==> config.mk <==
export PLATFORM = sky130hd
export DESIGN_NAME = coin_change_fsm
export DESIGN_NICKNAME = d
export VERILOG_FILES = /design/src/rtl/coin_change_fsm.sv
export SDC_FILE = /design/constraint.sdc
export NUM_CORES = 1
export LEC_CHECK = 0
export ABC_AREA = 1
export CORE_UTILIZATION = 55
export CTS_CLUSTER_SIZE = 40
export DETAILED_ROUTE_END_ITERATION = 8
export PLACE_DENSITY_LB_ADDON = 0.3
export SLEW_MARGIN = 20
export SYNTH_ARGS = -nofsm -noshare
export SYNTH_HDL_FRONTEND = slang
export SYNTH_SLANG_ARGS = --single-unit
==> constraint.sdc <==
create_clock -name clock -period 3.61 [get_ports clock]
set_clock_uncertainty 0.2 [all_clocks]
set_input_delay 1.083 -clock clock [delete_from_list [all_inputs] [get_ports clock]]
set_output_delay 1.083 -clock clock [all_outputs]
set_load 0.05 [all_outputs]
==> src/rtl/coin_change_fsm.sv <==
// Coin accumulator and change dispenser: credits coins, charges PRICE on pg, pays change via dez/dois hopper handshake.
// Optional completed-sale counter enabled by defining COIN_CHANGE_TXN_COUNT_EN.
module coin_change_fsm #(
  parameter int VALUE_W = 8,
  parameter int PRICE   = 30,
  parameter int COIN_HI = 10,
  parameter int COIN_LO = 2
) (
  input  logic               clock,
  input  logic               reset,
  input  logic               coin_valid,
  input  logic [VALUE_W-1:0] coin_in,
  input  logic               pg,
  input  logic               cancel,
  input  logic               hopper_ack,
  output logic               dez,
  output logic               dois,
  output logic               fim,
  output logic               insufficient,
  output logic               coin_reject,
  output logic               overflow,
  output logic [VALUE_W-1:0] residue,
  output logic [VALUE_W-1:0] credit,
  output logic               busy,
  output logic [15:0]        txn_count
);

  localparam logic [1:0] ST_IDLE     = 2'd0;
  localparam logic [1:0] ST_DISPENSE = 2'd1;
  localparam logic [1:0] ST_DONE     = 2'd2;

  localparam logic [VALUE_W-1:0] PRICE_V = VALUE_W'(PRICE);
  localparam logic [VALUE_W-1:0] HI_V    = VALUE_W'(COIN_HI);
  localparam logic [VALUE_W-1:0] LO_V    = VALUE_W'(COIN_LO);

  logic [1:0]         state;
  logic [VALUE_W-1:0] change;
  logic               is_sale;

  logic [VALUE_W:0]   sum;
  logic [VALUE_W-1:0] start_change;
  logic               pay_ok;
  logic               start_txn;

  // NOTE: every variable driven here gets a default first so no latch is inferred.
  always_comb begin
    sum          = {1'b0, credit} + {1'b0, coin_in};
    pay_ok       = (credit >= PRICE_V);
    start_change = credit;
    if (!cancel) start_change = credit - PRICE_V;
    start_txn    = !coin_valid && (cancel || (pg && pay_ok));
  end

  // NOTE: sequential state uses non-blocking assignments; pulse outputs default low each cycle.
  always_ff @(posedge clock or negedge reset) begin
    if (!reset) begin
      state        <= ST_IDLE;
      change       <= '0;
      is_sale      <= 1'b0;
      credit       <= '0;
      residue      <= '0;
      overflow     <= 1'b0;
      dez          <= 1'b0;
      dois         <= 1'b0;
      fim          <= 1'b0;
      insufficient <= 1'b0;
      coin_reject  <= 1'b0;
      busy         <= 1'b0;
    end else begin
      fim          <= 1'b0;
      insufficient <= 1'b0;
      coin_reject  <= 1'b0;
      case (state)
        ST_IDLE: begin
          if (coin_valid) begin
            if (coin_in != '0) begin
              if (sum[VALUE_W]) begin
                credit   <= '1;
                overflow <= 1'b1;
              end else begin
                credit <= sum[VALUE_W-1:0];
              end
            end
          end else if (start_txn) begin
            // First coin request is issued on entry so busy and dez/dois rise together.
            change  <= start_change;
            credit  <= '0;
            is_sale <= !cancel;
            state   <= ST_DISPENSE;
            busy    <= 1'b1;
            dez     <= (start_change >= HI_V);
            dois    <= (start_change < HI_V) && (start_change >= LO_V);
          end else if (pg) begin
            insufficient <= 1'b1;
          end
        end
        ST_DISPENSE: begin
          if (coin_valid) coin_reject <= 1'b1;
          if (dez || dois) begin
            if (hopper_ack) begin
              change <= change - (dez ? HI_V : LO_V);
              dez    <= 1'b0;
              dois   <= 1'b0;
            end
          end else if (change >= HI_V) begin
            dez <= 1'b1;
          end else if (change >= LO_V) begin
            dois <= 1'b1;
          end else begin
            residue <= change;
            fim     <= 1'b1;
            state   <= ST_DONE;
          end
        end
        ST_DONE: begin
          if (coin_valid) coin_reject <= 1'b1;
          overflow <= 1'b0;
          busy     <= 1'b0;
          is_sale  <= 1'b0;
          state    <= ST_IDLE;
        end
        default: begin
          state <= ST_IDLE;
          busy  <= 1'b0;
          dez   <= 1'b0;
          dois  <= 1'b0;
        end
      endcase
    end
  end

`ifdef COIN_CHANGE_TXN_COUNT_EN
  always_ff @(posedge clock or negedge reset) begin
    if (!reset) begin
      txn_count <= 16'd0;
    end else if ((state == ST_DONE) && is_sale) begin
      txn_count <= txn_count + 16'd1;
    end
  end
`else
  assign txn_count = 16'd0;
`endif

endmodule
==> impl_results.md, run 1 <==
- Status: complete, no violations
- Global-route met3 utilization: 5.167%
- Actual slew at the worst max-slew pin: 547.2 ps
- Clock buffer depth: 2
- Worst-path maximum fanout: 7
- Largest net degree at the start of global routing: 34
- Req. time, crit path: about 3600 ps
- Hold Path End: residue[6]
- Post-CTS Hold Buffers: 0
- M2 GR Usage: between 30% and 40%
- Main synth FF type: dfrtp_1
- Skew-Pair Late Insertion Delay: around 280 ps
- Clk slew on worst S/H paths: approximately 70 ps
- First-pass GRT wire length: 8107 um
- Initial antenna violation count: 0
- PortBufs: 36
- Max-slew violations: 0
- Number of synthesized flops with an enable pin: 0
- Vias: 2092
- GRT Util Overall: between 20% and 30%
- Area of the multi-input gates: roughly 1300 sq um
- Post-route cell area: between 2000 and 3000 sq um
- Final ANT Viol Nets: 0
- Register area share after synthesis: about a third
- Number of placement rows: 23
- Placer congestion estimate: roughly 0.84
- Post-CTS Setup Repair Bufs: 0
- Worst hold path depth: 2
- P_leak: 0.001525 uW
- Routed WL per cell: around 11 um
- DRT Pass-1 Iters: 4
- Reg power frac: 24.3%
- # H-tree levels: 2
- Switching Fraction: between 50% and 60%
- Startpoint Class: input port
- Layout cells sized above 1: under 10%
- Critical R2R Capture: residue[0]
- Clock sink count: 33
- Clock power frac: between 10% and 20%
- Switching Power: approximately 1300 uW
- Global route hottest layer: met2
- Post-CTS sizing: 0
- Die W: between 60 and 70 um
- Final setup vio count: 0
- Flop2flop setup slack: ~1200 ps
- Launch point of the worst path: coin_in[0]
- Gate power share: approximately three fifths
- WP data arrival: 3080 ps
- Crit path time final: 3074 ps
- Final #Nets: 401
- Io pins: 53
- DR iter-0 viols: about 140
- Vias in the first global route: ~1900
- Worst vdd ir: 0.0005726 V
- Power density over the cells: ~900 nW/um^2
- Hold_ws: approximately 260 ps
- Worst Hold Class: reg2reg
- Num CTS Buffers: 5
- R2R depth: 9
- Worst hold start: residue[6]
- Met1 usage: between 20 and 30%
- Die H: 67.88 um
- Distinct cells, synth: 34
- R2R Path Start: state[1]
- Unrepaired setup endpoints after global routing: false
- Area of the die: 4608 sq um
- N_diodes: 0
- Post-DP HPWL: between 3000 and 4000 um
- Global route overflow: 0
- FMAX: roughly 330 MHz
- Placed inst area: around 2700 sq um
- Total Wirelength: between 4000 and 5000 um
- Synth Cell Area: 2387 sq um
- CTS root buffer: clkbuf_8
- Final Cycle Share: a little under nine tenths
- Final Util: between 60% and 70%
- Area delta synth->final: 19.18%
- Max Cap Viol: 0
- Syn avg cell area: approximately 7.2 sq um
- Critical Path End Type: flop
- Synth Warn #: 0
- Remaining DRCs: 0
- Core area: roughly 4000 sq um
- Filler instances: around 360
- Register cell area after layout: roughly 830 sq um
- Final hold violation count: 0
- Crit Path Class: in2reg
- Asr flop ratio synth: between 90% and 100%
- Synth Register Bits: 33
- Vias/cell: around 5
- Syn Inst Count: roughly 330
- Relative slew slack: 63.39%
- Final setup TNS: 0 ps
- Initial core utilization: 58.42%
- CTS tree: yes
- Internal power: around 1300 uW
## cell usage in the layout (no fill, tap or decap), types with 6 or more instances in the layout
master / n
clkbuf_8: 6
nor2_1: 22
inv_1: 54
ha_1: 15
o21ai_0: 21
nand3_1: 18
clkdlybuf4s50_1: 36
dfrtp_1: 33
conb_1: 16
nand2_1: 95
a21oi_1: 9
## stage by stage
stage	cells	setup WS [ps]	total power (uW)
6_report	422	536.0	2601
5_1_grt	422	349.2	2835
2_1_floorplan	347	890.9	1875
3_3_place_gp	414	277.3	2195
3_5_place_dp	414	232.3	2235
4_1_cts	422	537.1	2609
## cell families after synthesis
family	count (synthesis)	synth area share [%]
simple gates	154	28.09
buf+inv	74	14.57
compound gates	49	12.05
flops	33	34.59
fa+ha+maj	16	8.700
xor+xnor	5	1.834
other cells	1	0.1571
## flip-flops by register name, summed over array words and instances (netlist names)
register      cells
coin_reject       1
insufficient      1
dois              1
busy              1
overflow          1
state             2
fim               1
residue           8
dez               1
change            8
credit            8
## final cells by class
type / count / area share (%)
Multi-Input combinational cell: 240 / 44.64
Clock inverter: 1 / 1.055
Sequential cell: 33 / 29.02
Timing Repair Buffer: 37 / 12.93
Clock buffer: 7 / 3.034
Inverter: 54 / 7.124
Tap cell: 50 / 2.199
## worst max-delay path by stage
stage	endpoint	depth (start not counted)
after CTS	credit[7]	12
after global placement	credit[7]	12
after floorplan	credit[6]	10
after global routing	credit[6]	12
final	credit[7]	12
after detailed placement	credit[7]	12
## cell usage after synthesis, types with 2 or more instances
| master | n | share of area, % |
|---|---|---|
| buf_2 | 2 | 0.42 |
| nand3_1 | 18 | 3.8 |
| o21bai_1 | 2 | 0.63 |
| nor2_2 | 2 | 0.52 |
| buf_4 | 16 | 5.0 |
| inv_1 | 54 | 8.5 |
| dfrtp_1 | 33 | 35 |
| nand3b_1 | 2 | 0.63 |
| nand2_1 | 95 | 15 |
| a21oi_1 | 9 | 1.9 |
| o21ai_2 | 3 | 1.1 |
| ha_1 | 15 | 7.9 |
| o21ai_0 | 21 | 4.4 |
| nand4_1 | 5 | 1.3 |
| xor2_1 | 4 | 1.5 |
| o21ai_1 | 5 | 1.0 |
| or2_2 | 2 | 0.52 |
| or2_1 | 2 | 0.52 |
| nor2_1 | 22 | 3.5 |
| a31oi_1 | 4 | 1.0 |
| nand2_4 | 3 | 1.4 |
## power groups by stage
stage	sequential [uW]	clock [uW]	combinational (uW)
final	632	359	1610
after global routing	652	381	1800
after CTS	631	365	1610
after detailed placement	636	0	1600
after global placement	632	0	1560
after floorplan	849	0	1030
## routing by layer
metal | up-vias | part of all wire (%)
met5 | - | 0
met4 | 0 | 2.6
met3 | 11 | 3.7
met2 | 52 | 49
met1 | 933 | 45
li1 | 1096 | -
## worst max-delay path, stage by stage
cell and delay (ps):
clkdlybuf4s50_1 490, ha_1 170, inv_1 50, fa_1 390, nand3b_1 170, nand3_1 120, nand4_1 90, nand2_1 170
inv_1 110, nand3_1 100, nand2_1 50, o21ai_0 80
Power figures use the tool's default switching activity.
==> run 2, diff against run 1 <==
Settings changed: CAP_MARGIN set to 15.
==> results of run 2 <==
Final layout, timing and power as in run 1 (identical DEF).
==> run 3, diff against run 2 <==
Settings changed: ABC_CLOCK_PERIOD_IN_PS set to 3610, CORE_UTILIZATION 55 to 57, CTS_BUF_LIST set to sky130_fd_sc_hd__clkbuf_2 sky130_fd_sc_hd__clkbuf_4 sky130_fd_sc_hd__clkbuf_8, SETUP_SLACK_MARGIN set to 0.02.
==> run 3 against run 2 <==
Compared with the run above:
- the run now ends with DRC left
- sequential share of layout area is essentially flat
- cell area grew 0.13%
- fmax shrank 1.5%
- global-route usage grew 0.65 points
- critical path depth is the same
- clock power grew 2%
- critical path type unchanged
==> impl_results.md, run 3 (synthesis results as in run 1) <==
- Status: finished with violations
- Failing checks: DRC
- Max-slew violations: 0 (unchanged)
- DRT Pass-1 Iters: 6 (+2)
- Filler instances: 339 (-4.8%)
- Num CTS Buffers: 5 (unchanged)
- CTS root buffer: clkbuf_8
- Slowest CP cell: clkdlybuf4s50_1
- Most frequent cells in the layout: 95 x nand2_1, 54 x inv_1, 36 x clkdlybuf4s50_1
- Startpoint Class: input port
- Clk slew on worst S/H paths: 60 ps (about the same)
- Worst vdd ir: 0.0004550 V (-21%)
- Total Wirelength: 4937 um (+2.0%)
- PortBufs: 36 (unchanged)
- Total Power: 2609 uW (+0.28%)
- Final ANT Viol Nets: 0 (unchanged)
- Global route overflow: 0 (unchanged)
- Routed WL per cell: 11.70 um (+2.0%)
- Final Cycle Share: 86.42% (+1.3 points)
- Flop2flop setup slack: 1280 ps (+40 ps)
- Leading cell type in the layout, fill and taps excluded: nand2_1
- Area of the multi-input gates: 1270 sq um (unchanged)
- Clock buffer depth: 2 (unchanged)
- Clock sink count: 33 (unchanged)
- Die W: 66.72 um (-1.7%)
- Register cell area after layout: 825.8 sq um (unchanged)
- Post-CTS Hold Buffers: 0 (unchanged)
- FMAX: 320.5 MHz (-1.5%)
- Worst Hold Class: reg2reg
- Final #Nets: 401 (unchanged)
- Biggest regs: change x8, credit x8, residue x8
- R2R depth: 8 (-1)
- Crit-path cells: clkdlybuf4s50_1 -> ha_1 -> inv_1 -> fa_1 -> nand3b_1 -> nand3_1 -> nand4_1 -> nand2_1 -> inv_1 -> nand3_1 -> nand2_1 -> o21ai_0
- Crit Path Class: in2reg
- P_leak: 0.001528 uW (+0.22%)
- Slowest cell delay on critical path: 500 ps (about the same)
- Area delta synth->final: 19.34%
- Largest net degree at the start of global routing: 34 (unchanged)
- Req. time, crit path: 3610 ps (about the same)
- Layout cells sized above 1: 6.183% (+0.27 points)
- Remaining DRCs: 2 (+2)
- Crit path time final: 3120 ps (+45.83 ps)
- Vias in the first global route: 1918 (+3.1%)
- Skew-Pair Late Insertion Delay: 290 ps (about the same)
- Worst-path maximum fanout: 7 (unchanged)
- Power density over the cells: 915.6 nW/um^2 (+0.14%)
- Post-DP HPWL: 3841 um (+2.0%)
- CTS tree: yes
- Post-CTS sizing: 0 (unchanged)
- R2R Path Start: state[1]
- Worst hold path depth: 2 (unchanged)
- Hold Path End: residue[3]
- Initial antenna violation count: 0 (unchanged)
- Die H: 66.72 um (-1.7%)
- Critical Path End Type: flop
- Initial core utilization: 59.68% (+1.3 points)
- Area of the die: 4451 sq um (-3.4%)
- First-pass GRT wire length: 8183 um (+0.94%)
- Final hold violation count: 0 (unchanged)
- GRT Util Overall: 24.48% (+0.65 points)
- Final setup vio count: 0 (unchanged)
- Critical R2R Capture: change[1]
- # H-tree levels: 2 (unchanged)
- Number of placement rows: 23 (unchanged)
- WP data arrival: 3120 ps (+40 ps)
- Max Cap Viol: 0 (unchanged)
- DR iter-0 viols: 113 (-20%)
- Relative slew slack: 65.17% (+1.8 points)
- Final setup TNS: 0 ps (unchanged)
- Vias: 2140 (+2.3%)
- Core area: 4000 sq um (-2.1%)
- Vias/cell: 5.071 (+2.3%)
- Worst hold start: residue[3]
- N_diodes: 0 (unchanged)
- Actual slew at the worst max-slew pin: 520.5 ps (-26.67 ps)
- Placer congestion estimate: 0.8562 (+1.8%)
- Io pins: 53 (unchanged)
- Post-CTS Setup Repair Bufs: 0 (unchanged)
- Unrepaired setup endpoints after global routing: false
==> run 3: worst max-delay path by stage <==
stage	slack, ps	startpoint	endpoint	cells after the start
6_report	490	coin_in[0]	credit[7]	12
5_1_grt	340	coin_in[0]	credit[6]	12
4_1_cts	500	coin_in[0]	credit[7]	12
3_5_place_dp	200	coin_in[0]	credit[7]	12
3_3_place_gp	280	coin_in[0]	credit[7]	12
2_1_floorplan	890	coin_in[0]	credit[6]	10
==> run 3: final cells by class <==
class,instances,area share (%)
clock buffers,7,3.162
clock inverters,1,1.054
repair buffers,37,12.91
inverters,54,7.115
flip-flops and latches,33,28.99
well taps,50,2.196
multi-input cells,240,44.58
==> run 3: where the power goes <==
group          internal (uW)  switching, uW
Sequential               500            132
Combinational            549           1060
Clock                    232            134
==> run 3: stage by stage <==
step / cells / util (%) / cell area, sq um / setup WS [ps] / hold WS, ps
floorplan: 347 / - / 2444 / 890.9 / 253.0
global placement: 414 / 68.22 / 2729 / 284.6 / 248.5
detailed placement: 414 / 68.22 / 2729 / 202.9 / 250.9
CTS: 422 / 71.22 / 2849 / 495.7 / 269.3
global route: 422 / 71.22 / 2849 / 335.1 / 292.9
finish: 422 / 71.22 / 2849 / 490.2 / 267.0
==> run 3: metal layers <==
layer / track usage, % / part of all wire, %
met5: 0 / 0
met4: 8.777 / 1.2
met2: 42.68 / 50
met3: 6.164 / 3.9
met1: 28.68 / 45
==> run 3: critical path, delay by kind of cell <==
family / cells / cell delay [ps]
compound gates: 1 / 80
fa+ha+maj: 2 / 560
buf+inv: 3 / 670
simple gates: 6 / 720
